==> src/rtl/booth_mult_sequencer_pkg.sv <==
// booth_mult_sequencer_pkg: constants shared by the mult/div datapath.
package booth_mult_sequencer_pkg;
    localparam int OPERAND_W  = 32;
    localparam int ACC_W      = 34;
    localparam int MULT_STEPS = 16;
    localparam int PROD_W     = ACC_W + OPERAND_W + 1;

    localparam logic [4:0] ALU_ADD = 5'b00000;
    localparam logic [4:0] ALU_SUB = 5'b00001;

    localparam logic [0:0] ST_IDLE = 1'b0;
    localparam logic [0:0] ST_RUN  = 1'b1;
endpackage

==> src/rtl/booth_mult_sequencer_control.sv <==
// multdiv_control: radix-4 Booth recode of a 3-bit multiplier window.
module multdiv_control
    import booth_mult_sequencer_pkg::*;
(
    input  logic [2:0] window,
    output logic       do_nothing,
    output logic       shift_multiplicand,
    output logic [4:0] alu_opcode
);
    assign do_nothing         = (window == 3'b000) || (window == 3'b111);
    assign shift_multiplicand = (window == 3'b011) || (window == 3'b100);
    assign alu_opcode         = window[2] ? ALU_SUB : ALU_ADD;
endmodule

==> src/rtl/booth_mult_sequencer.sv <==
// booth_mult_sequencer: 32x32 signed radix-4 Booth multiplier, one step per cycle,
// 16 steps per product; returns the low word plus a signed-32 overflow flag.
module booth_mult_sequencer
    import booth_mult_sequencer_pkg::*;
(
    input  logic                 clock,
    input  logic                 reset_n,
    input  logic                 ctrl_MULT,
    input  logic [OPERAND_W-1:0] data_operandA,
    input  logic [OPERAND_W-1:0] data_operandB,
    output logic [OPERAND_W-1:0] data_result,
    output logic                 data_exception,
    output logic                 data_resultRDY,
    output logic                 busy
);
    logic [0:0]           state_q, state_d;
    logic [3:0]           count_q, count_d;
    logic [ACC_W-1:0]     m_q, m_d;
    logic [PROD_W-1:0]    p_q, p_d;
    logic [OPERAND_W-1:0] result_q, result_d;
    logic                 exc_q, exc_d;
    logic                 rdy_q, rdy_d;

    logic               do_nothing, shift_mc;
    logic [4:0]         alu_op;
    logic [ACC_W-1:0]   hi, operand, hi_next;
    logic signed [PROD_W-1:0] pre_shift;
    logic [PROD_W-1:0]  stepped;

    multdiv_control u_ctrl (
        .window             (p_q[2:0]),
        .do_nothing         (do_nothing),
        .shift_multiplicand (shift_mc),
        .alu_opcode         (alu_op)
    );

    always_comb begin
        hi        = p_q[PROD_W-1:OPERAND_W+1];
        operand   = shift_mc ? {m_q[ACC_W-2:0], 1'b0} : m_q;
        hi_next   = do_nothing ? hi : (alu_op == ALU_SUB ? hi - operand : hi + operand);
        pre_shift = {hi_next, p_q[OPERAND_W:0]};
        stepped   = pre_shift >>> 2;
        state_d   = state_q;
        count_d   = count_q;
        m_d       = m_q;
        p_d       = p_q;
        result_d  = result_q;
        exc_d     = exc_q;
        rdy_d     = 1'b0;
        if (state_q == ST_IDLE && ctrl_MULT) begin
            m_d     = {{(ACC_W-OPERAND_W){data_operandA[OPERAND_W-1]}}, data_operandA};
            p_d     = {{ACC_W{1'b0}}, data_operandB, 1'b0};
            count_d = '0;
            state_d = ST_RUN;
        end else if (state_q == ST_RUN) begin
            p_d     = stepped;
            count_d = count_q + 4'd1;
            if (count_q == 4'(MULT_STEPS-1)) begin
                state_d  = ST_IDLE;
                result_d = stepped[OPERAND_W:1];
                // Upper 34 bits must all replicate the low word's sign bit.
                exc_d    = stepped[PROD_W-1:OPERAND_W+1] != {ACC_W{stepped[OPERAND_W]}};
                rdy_d    = 1'b1;
            end
        end
    end

    always_ff @(posedge clock or negedge reset_n) begin
        if (!reset_n) begin
            state_q  <= ST_IDLE;
            count_q  <= '0;
            m_q      <= '0;
            p_q      <= '0;
            result_q <= '0;
            exc_q    <= 1'b0;
            rdy_q    <= 1'b0;
        end else begin
            state_q  <= state_d;
            count_q  <= count_d;
            m_q      <= m_d;
            p_q      <= p_d;
            result_q <= result_d;
            exc_q    <= exc_d;
            rdy_q    <= rdy_d;
        end
    end

    assign data_result    = result_q;
    assign data_exception = exc_q;
    assign data_resultRDY = rdy_q;
    assign busy           = (state_q == ST_RUN);
endmodule

==> config.mk <==
export PLATFORM = sky130hd
export DESIGN_NAME = booth_mult_sequencer
export DESIGN_NICKNAME = d
export VERILOG_FILES = /design/src/rtl/booth_mult_sequencer_pkg.sv /design/src/rtl/booth_mult_sequencer_control.sv /design/src/rtl/booth_mult_sequencer.sv
export SDC_FILE = /design/constraint.sdc
export NUM_CORES = 1
export LEC_CHECK = 0
export CAP_MARGIN = 20
export CORE_AREA = 2 2 154 156
export DETAILED_ROUTE_END_ITERATION = 8
export DIE_AREA = 0 0 156 158
export HOLD_SLACK_MARGIN = 0.06
export PLACE_DENSITY = 0.74
export SKIP_LAST_GASP = 1
export SLEW_MARGIN = 30
export SYNTH_ARGS = -nofsm -noshare
export SYNTH_HDL_FRONTEND = slang
export SYNTH_SLANG_ARGS = --single-unit
==> constraint.sdc <==
create_clock -name clock -period 7.2 [get_ports clock]
set_input_delay 1.44 -clock clock [delete_from_list [all_inputs] [get_ports clock]]
set_output_delay 1.44 -clock clock [all_outputs]
set_load 0.01 [all_outputs]
==> flow_metrics.py, run 1 <==
metrics = {
    "cells_and_area": {
        "nets": 1274,
        "drive_gt1_share_pct": 8.699,
        "instances_no_fill": 1474,
        "syn_to_final_growth_pct": 19.67,
        "final_cell_mix": "nand2_1, dfrtp_1, o21ai_0",
        "layout.cell_area.non_filler_mm2": 0.01118,
        "fin_util_pct": 48.50,
        "n_antenna_cell": 0,
        "layout_commonest_cell": "nand2_1",
        "nFillCells": 2141,
    },
    "floorplan": {
        "die_h_um": 158,
        "start_util_pct": 40.53,
        "num_rows": 56,
        "io_pins": 102,
        "die_w_um": 156,
        "dieArea_mm2": 0.02465,
        "core-area_mm2": 0.02305,
    },
    "worst_setup_path": {
        "cp_max_fo": 16,
        "crit_end": "data_exception",
        "cp_cell_sequence": "or3b_1, nand2_1, mux2i_1, ha_1, nand4_1, a211oi_2, a31oi_1, o21bai_1, nor3_2, o21ai_0, a221o_1, ha_1, nand4_1, or2_2, o22ai_1, nor2_1, nand4_1, nand3_1, or4_1, or4_1, o31a_1, o32a_1",
        "crit_slowest_cell": "dfrtp_1",
        "critPathLaunch": "p_q[1]",
        "r2r_end": "data_exception",
        "crit_top_cell": "nand4_1",
        "cp.arrival_ns": 7.05,
        "path_buf_inv": 0,
        "regToRegSetupSlack_ns": 0.46,
        "critPathRequiredTime_ns": 7.51,
        "critPathLaunchType": "flop",
        "crit_family": "simple AND/OR/NAND/NOR gates",
        "max_stage_delay_ns": 0.55,
        "path_class": "reg2reg",
        "cp.depth": 22,
        "r2r_cells": 22,
        "cp-end-kind": "flop",
        "r2r-start": "p_q[1]",
    },
    "clock_network": {
        "clkSinkCount": 136,
        "clock_path_buffers": 2,
        "cts_buffers": 17,
        "cts_tree": "yes",
        "root_buffer": "clkbuf_16",
        "clkTransAtPathRegs_ns": 0.08,
        "clkLatencyLatePin_ns": 0.43,
        "h-tree-depth": 4,
    },
    "detailed_routing": {
        "wl_per_cell_um": 17.52,
        "drtIter0Drc": 747,
        "dr_wl_met2_um": 11940,
        "ant_nets": 0,
        "wl_met3_um": 1795,
        "wl_met1_um": 11510,
        "drt-total-wl_um": 25820,
        "highest_layer": "met4",
        "via_per_inst": 5.824,
        "drt-pass1-iter-count": 5,
        "via_count": 8584,
        "drcViolationCount": 0,
    },
    "synthesis": {
        "ys_seq_area_share_pct": 36.43,
        "synthAdderAreaFrac_pct": 4.902,
        "synthesis.nets": 1210,
        "synth-xor-area-share_pct": 4.393,
        "async_flop_share_pct": 100.0,
        "yosysWarnings": 0,
        "synth_top_flop_cell": "dfrtp_1",
        "synth_area_leaders": "dfrtp_1, nand2_1, o21ai_0, mux2i_1, ha_1",
        "synth_top_area_share_pct": 36.43,
        "synth_compound_area_share_pct": 22.16,
        "synth_top_family_by_area": "compound AO/OA/AOI/OAI gates",
        "synth_edf_count": 0,
        "ys_types": 80,
        "muxShareOfSynthArea_pct": 8.772,
        "avgSynthCellArea_um2": 8.440,
        "synth_cells": 1107,
        "synth.cell_area_mm2": 0.009343,
        "synth_seq_cells": 136,
        "yosys.area.top_type": "dfrtp_1",
        "synth_simple_gate_area_share_pct": 19.70,
    },
    "timing": {
        "hold_viol_final": 0,
        "fin_tns_setup_ns": 0,
        "finalCriticalPeriod_ns": 6.742,
        "setup_viol": 0,
        "relSlewSlack_pct": 39.71,
        "rsz0062_at_grt": "false",
        "final_max_slew_viol_count": 0,
        "fin_skew_ns": 0.01124,
        "period_share_pct": 93.64,
        "worstMarginPinSlew_ns": 0.9022,
        "clock.fmax_ghz": 0.1483,
    },
    "global_route": {
        "grt_pass1_wl_um": 41420,
        "grt_pass1_vias": 8057,
        "gr-usage-all-layers_pct": 20.89,
        "grt_max_degree": 81,
        "grt_overflow": 0,
        "antenna_found_initial": 0,
    },
    "placed_design": {
        "gp_congestion": 0.9132,
        "io_buffers": 101,
        "place_area_mm2": 0.01056,
        "dp_hpwl_um": 18020,
        "dp.cells": 1442,
    },
    "job": {
        "drv_cap": 0,
    },
    "min_path": {
        "holdPathStages": 2,
        "hp-class": "reg2reg",
    },
    "run_status": {
        "status": "complete, no violations",
    },
}
per-stage QoR:
step,setup slack [ns],hold slack [ns]
after global placement,0.6580,0.4585
final,0.4579,0.4821
after detailed placement,0.4484,0.4612
after global routing,0.04649,0.5042
after CTS,0.3977,0.4873
after floorplan,0.5078,0.4507
per-layer routing:
layer  vias to the layer above  global-route usage, %
met5                         -                      0
met1                      4150                  27.31
li1                       4134                      -
met2                       262                  34.09
met4                         0                  6.509
met3                        38                  5.338
state kept, by name, summed over array words and instances, names as in the netlist:
signal and count:
p_q 65, data_result 32, m_q 32, count_q 4, busy 1, data_exception 1, data_resultRDY 1
worst min-delay path, delay by kind of cell (launching register included):
kind             cells  cell delay, ns
flip-flops           1            0.34
AND/OR/NAND/NOR      2            0.11
final cells by class:
type                       count  area, um2  area share (%)
clock inverter                15      176.4           1.578
timing repair buffer         113       1097           9.814
inverter                      19      71.32          0.6379
clock buffer                  17      425.4           3.805
sequential                   136       3405           30.45
multi-input combinational    884       5643           50.47
tap                          290      362.8           3.245
Yosys cell counts (all sizes together), types with 19 or more instances:
library cell and count:
ha 35, xnor2 23, clkbuf 57, nor3 19
o21ai 117, nand4 19, mux2 31, nor2 73
xor2 23, nand2 218, a22o 26, a21oi 70
mux2i 47, dfrtp 136
cell families (layout without fill, tap and decap cells):
| logic type | after synthesis | in the layout |
|---|---|---|
| multiplexers | 78 | 78 |
| buffers and inverters | 87 | 164 |
| AO/OA/AOI/OAI | 326 | 326 |
| XOR/XNOR | 46 | 46 |
| adder cells (fa/ha/maj) | 36 | 36 |
| AND/OR/NAND/NOR | 398 | 398 |
| flip-flops | 136 | 136 |
worst min-delay path by stage:
stage | from | endpoint | slack, ns
2_1_floorplan | count_q[3] | count_q[3] | 0.45
3_3_place_gp | data_result[2] | data_result[2] | 0.46
3_5_place_dp | data_result[16] | data_result[16] | 0.46
6_report | data_result[5] | data_result[5] | 0.48
4_1_cts | data_result[5] | data_result[5] | 0.49
5_1_grt | data_result[22] | data_result[22] | 0.50
what timing repair did:
item,4_1_cts,5_1_grt
hold buffers,0,0
setup endpoints to repair,0,1
resized for setup,0,3
buffers inserted,0,0
Power of run 1 is not shown: default switching activity piles up to over one toggle a cycle in this logic, so the estimate is an artifact.
==> run 2, diff against run 1 <==
--- a/config.mk
+++ b/config.mk
@@ -9,6 +9,7 @@
 export CORE_AREA = 2 2 154 156
 export DETAILED_ROUTE_END_ITERATION = 8
 export DIE_AREA = 0 0 156 158
+export GPL_TIMING_DRIVEN = 0
 export HOLD_SLACK_MARGIN = 0.06
 export PLACE_DENSITY = 0.74
 export SKIP_LAST_GASP = 1
==> run 2 against run 1 <==
Via count is 4.6% higher. Clock skew up 0.0061 ns. Hold slack worse by 0.00090 ns. Critical path type unchanged.
==> flow_metrics.py, run 2 (synthesis gave the netlist of run 1 again) <==
metrics = {
    "run_status": {
        "status": "complete, no violations",
    },
    "worst_setup_path": {
        "cp_max_fo": 19,
        "path_buf_inv": 1,
        "r2r-start": "p_q[1]",
        "crit_family": "simple AND/OR/NAND/NOR gates",
        "critPathRequiredTime_ns": 7.51,
        "critPathLaunch": "p_q[1]",
        "critPathLaunchType": "flop",
        "crit_slowest_cell": "or4_1",
        "crit_top_cell": "nand4_1",
        "path_class": "reg2reg",
        "cp_cell_sequence": "or3b_4, nand2_2, buf_6, mux2i_1, ha_2, nand4_1, a211oi_2, a31oi_1, o21bai_2, nor3_2, o21ai_0, a221o_1, ha_1, nand4_1, or2_2, o22ai_1, nor2_1, nand4_1, nand3_1, or4_1, or4_1, o31a_1, o32a_1",
        "max_stage_delay_ns": 0.53,
        "cp.arrival_ns": 7.23,
        "cp-end-kind": "flop",
    },
    "placed_design": {
        "io_buffers": 100,
        "dp_hpwl_um": 21000,
        "gp_congestion": 0.9213,
        "place_ws_ns": -0.9826,
    },
    "clock_network": {
        "cts_tree": "yes",
        "ctsHoldBuffers": 0,
        "clkSinkCount": 136,
        "clkLatencyLatePin_ns": 0.44,
        "cts_buffers": 17,
        "clock_path_buffers": 2,
        "h-tree-depth": 4,
        "clkTransAtPathRegs_ns": 0.08,
        "root_buffer": "clkbuf_16",
    },
    "cells_and_area": {
        "multi_input_area_mm2": 0.005645,
        "ff_latch_area_mm2": 0.003407,
        "layout_commonest_cell": "nand2_1",
        "nFillCells": 2161,
        "n_antenna_cell": 0,
        "drive_gt1_share_pct": 8.842,
        "largest_register": "p_q",
        "nets": 1334,
        "final_cell_mix": "nand2_1, dfrtp_1, o21ai_0",
        "largest_reg_flops": 65,
        "syn_to_final_growth_pct": 22.67,
    },
    "detailed_routing": {
        "drtIter0Drc": 712,
        "drt-total-wl_um": 29000,
        "via_per_inst": 5.855,
        "wl_per_cell_um": 18.90,
        "drt-pass1-iter-count": 5,
        "via_count": 8981,
        "drcViolationCount": 0,
        "ant_nets": 0,
    },
    "job": {
        "drv_cap": 0,
    },
    "floorplan": {
        "num_rows": 56,
        "io_pins": 102,
        "dieArea_mm2": 0.02465,
        "die_h_um": 158,
        "die_w_um": 156,
        "start_util_pct": 40.53,
        "core-area_mm2": 0.02305,
    },
    "min_path": {
        "hp-start": "data_result[1]",
        "hp-class": "reg2reg",
    },
    "global_route": {
        "grt_pass1_wl_um": 45790,
        "grt_pass1_vias": 8466,
        "antenna_found_initial": 0,
        "gr-usage-all-layers_pct": 23.61,
        "grt_overflow": 0,
        "grt_max_degree": 87,
    },
    "timing": {
        "finalCriticalPeriod_ns": 6.913,
        "setup_viol": 0,
        "setup_ws_ns": 0.2872,
        "fin_skew_ns": 0.01731,
        "relSlewSlack_pct": 40.86,
        "final_max_slew_viol_count": 0,
        "period_share_pct": 96.01,
        "hold_viol_final": 0,
        "worstMarginPinSlew_ns": 0.8838,
        "clock.fmax_ghz": 0.1447,
    },
}
## run 2: cell count changes in the layout (fill, tap and decap cells not counted), moves of 5 or more
cell	delta
buf_1	+6
clkinv_8	+5
buf_4	-5
clkbuf_1	+51
## run 2: timing repair
item | in CTS | in global routing
gates resized for setup | 13 | 11
setup buffers | 2 | 5
setup endpoints to repair | 9 | 3
pin swaps | 3 | 4
endpoints found under the hold margin | 0 | 0
## run 2: area by class of cell
type,instances,share of cell area (%)
Timing Repair Buffer,108,9.476
Clock inverter,15,1.692
Clock buffer,17,3.712
Buffer,65,2.347
Sequential cell,136,29.73
Inverter,19,0.6223
Multi-Input combinational cell,884,49.26
Tap cell,290,3.166
## run 2: per-layer routing
metal / wire (um) / GRT usage [%]
met1: 12970 / 32.30
met2: 13240 / 37.02
met3: 2055 / 5.311
met4: 732 / 7.995
met5: 0 / 0
## run 2: per-stage QoR
step | util [%] | setup TNS [ns] | hold WS, ns | area [um2] | instances
floorplan | - | 0 | 0.4507 | 9343 | 1107
global placement | 46.44 | -125.04 | 0.4579 | 10710 | 1497
detailed placement | 46.59 | -2.556 | 0.4613 | 10740 | 1498
CTS | 49.52 | 0 | 0.4834 | 11410 | 1532
global route | 49.72 | -0.01742 | 0.5018 | 11460 | 1534
finish | 49.72 | 0 | 0.4812 | 11460 | 1534
## run 2: tightest hold or removal path, delay by kind of cell, from the launching register on
| kind | cells | cell delay [ns] |
|---|---|---|
| flops | 1 | 0.35 |
| simple gates | 2 | 0.10 |
## run 2: path summary, 6_finish.rpt
check                           cells past startpoint  slack, ns        endpoint
worst max-delay path                               23       0.29  data_exception
worst min register to register                      2       0.48  data_result[1]
max in group asynchronous                           2       5.52          p_q[1]
worst max register to register                     23       0.29  data_exception
min in group asynchronous                           1       0.91         p_q[49]
worst min-delay path                                2       0.48  data_result[1]
Power of run 2 is left out for the same reason.
==> run 3, diff against run 2 <==
--- a/config.mk
+++ b/config.mk
@@ -11,7 +11,8 @@
 export DIE_AREA = 0 0 156 158
 export GPL_TIMING_DRIVEN = 0
 export HOLD_SLACK_MARGIN = 0.06
-export PLACE_DENSITY = 0.74
+export PLACE_DENSITY = 0.72
+export SETUP_SLACK_MARGIN = 0.02
 export SKIP_LAST_GASP = 1
 export SLEW_MARGIN = 30
 export SYNTH_ARGS = -nofsm -noshare
==> constraint.sdc (replaced) <==
create_clock -name clock -period 8 [get_ports clock]
set_input_delay 1.6 -clock clock [delete_from_list [all_inputs] [get_ports clock]]
set_output_delay 1.6 -clock clock [all_outputs]
set_load 0.01 [all_outputs]
==> run 3 against run 2 <==
Utilization shrank 0.30 points. Cell count shrank 0.20%. Sequential cell count is the same. Maximum frequency shrank 10%. Routed wire length shrank 1.6%. Via count shrank 0.20%. Global-route usage shrank 0.21 points. Clock skew shrank 0.0040 ns. Die area is the same. Hold slack lost 0.0020 ns. First-iteration DRC count grew 18%.
==> flow_metrics.py, run 3 (synthesis gave the netlist of run 1 again) <==
metrics = {
    "timing": {
        "hold_viol_final": 0,
        "fin_tns_setup_ns": 0,
        "setup_viol": 0,
        "worstMarginPinSlew_ns": 0.8621,
        "rsz0062_at_grt": "false",
        "setup_ws_ns": 0.2969,
        "relSlewSlack_pct": 42.31,
        "finalCriticalPeriod_ns": 7.703,
        "period_share_pct": 96.29,
        "fin_skew_ns": 0.01332,
        "final_max_slew_viol_count": 0,
        "clock.fmax_ghz": 0.1298,
    },
    "worst_setup_path": {
        "critPathRequiredTime_ns": 8.32,
        "cp_max_fo": 10,
        "critPathLaunchType": "flop",
        "max_stage_delay_ns": 0.54,
        "cp.arrival_ns": 8.02,
        "r2r_cells": 24,
        "path_class": "reg2reg",
        "crit_slowest_cell": "or4_1",
        "crit_top_cell": "nand4_1",
        "regToRegSetupSlack_ns": 0.30,
        "r2r_end": "data_exception",
        "cp-end-kind": "flop",
        "r2r-start": "p_q[2]",
        "cp_cell_sequence": "or3b_1, nand2_1, clkbuf_2, buf_2, mux2i_1, ha_1, nand4_1, a211oi_2, a31oi_1, o21bai_1, nor3_2, o21ai_0, a221o_1, ha_1, nand4_1, or2_2, o22ai_1, nor2_1, nand4_1, nand3_1, or4_1, or4_1, o31a_1, o32a_1",
    },
    "floorplan": {
        "start_util_pct": 40.53,
        "io_pins": 102,
        "num_rows": 56,
        "die_h_um": 158,
        "die_w_um": 156,
        "dieArea_mm2": 0.02465,
        "core-area_mm2": 0.02305,
    },
    "detailed_routing": {
        "via_count": 8963,
        "drt-total-wl_um": 28550,
        "via_per_inst": 5.854,
        "drcViolationCount": 0,
        "ant_nets": 0,
        "drt-pass1-iter-count": 5,
        "wl_per_cell_um": 18.64,
        "drtIter0Drc": 842,
    },
    "clock_network": {
        "root_buffer": "clkbuf_16",
        "clock_path_buffers": 2,
        "cts_tree": "yes",
        "h-tree-depth": 4,
        "cts_buffers": 17,
        "clkTransAtPathRegs_ns": 0.07,
        "clkLatencyLatePin_ns": 0.44,
        "clkSinkCount": 136,
        "ctsHoldBuffers": 0,
    },
    "cells_and_area": {
        "fin_util_pct": 49.42,
        "layout.cell_area.non_filler_mm2": 0.01139,
        "layout_commonest_cell": "nand2_1",
        "drive_gt1_share_pct": 7.575,
        "largest_reg_flops": 65,
        "syn_to_final_growth_pct": 21.94,
        "largest_register": "p_q",
        "final_cell_mix": "nand2_1, dfrtp_1, o21ai_0",
        "n_antenna_cell": 0,
        "nets": 1331,
    },
    "placed_design": {
        "dp_hpwl_um": 20800,
        "gp_congestion": 0.9161,
        "place_ws_ns": -0.1142,
        "io_buffers": 100,
        "place_area_mm2": 0.01074,
    },
    "global_route": {
        "gr-usage-all-layers_pct": 23.40,
        "antenna_found_initial": 0,
        "grt_pass1_wl_um": 45430,
        "grt_max_degree": 77,
        "grt_overflow": 0,
        "grt_pass1_vias": 8580,
    },
    "min_path": {
        "hp-class": "reg2reg",
        "holdPathStages": 2,
        "hp-start": "data_result[7]",
        "holdPathEnd": "data_result[7]",
    },
    "job": {
        "drv_cap": 0,
    },
    "run_status": {
        "status": "complete, no violations",
    },
}
run 3: changes by cell type in the layout (fill, tap and decap cells not counted), sizes merged:
cell    before  now
inv         25   24
clkinv       9   10
clkbuf      71   74
buf         20   14
run 3: layout make-up:
| type | instances | area, um2 |
|---|---|---|
| buffer | 68 | 271.5 |
| clock buffer | 17 | 425.4 |
| clock inverter | 15 | 193.9 |
| fill | 2180 | 11660 |
| inverter | 19 | 71.32 |
| multi-input combinational | 884 | 5623 |
| sequential | 136 | 3403 |
| tap | 290 | 362.8 |
| timing repair buffer | 102 | 1041 |
run 3: what timing repair did:
item,CTS,global route
gates resized for setup,1,6
endpoints found under the setup margin,1,3
setup buffers,0,1
pin swaps,0,1
run 3: worst max path at each step:
stage | start | endpoint | cells after the start
final | p_q[2] | data_exception | 24
after global routing | p_q[2] | data_exception | 24
after CTS | p_q[1] | data_exception | 24
after detailed placement | p_q[2] | data_exception | 24
after global placement | reset_n | data_result[22] | 1
after floorplan | p_q[1] | data_exception | 24
run 3: worst max-delay path: cells and delay by family (launching register included):
kind,cells,cell delay (ns)
buf+inv,2,0.67
flops,1,0.47
fa+ha+maj,2,0.70
simple gates,11,3.20
mux,1,0.28
compound gates,8,2.26
run 3: layer usage:
layer / vias up / track usage [%] / part of all wire, %
li1: 4245 / - / -
met1: 4328 / 31.54 / 44
met2: 342 / 36.79 / 45
met3: 48 / 5.420 / 7.8
met4: 0 / 8.694 / 2.6
met5: - / 0 / 0
run 3: metrics by stage:
| stage | instances | hold slack [ns] |
|---|---|---|
| 3_3_place_gp | 1497 | 0.4579 |
| 5_1_grt | 1531 | 0.5092 |
| 3_5_place_dp | 1498 | 0.4614 |
| 4_1_cts | 1530 | 0.4861 |
| 6_report | 1531 | 0.4792 |
| 2_1_floorplan | 1107 | 0.4507 |
Power of run 3 is left out for the same reason.
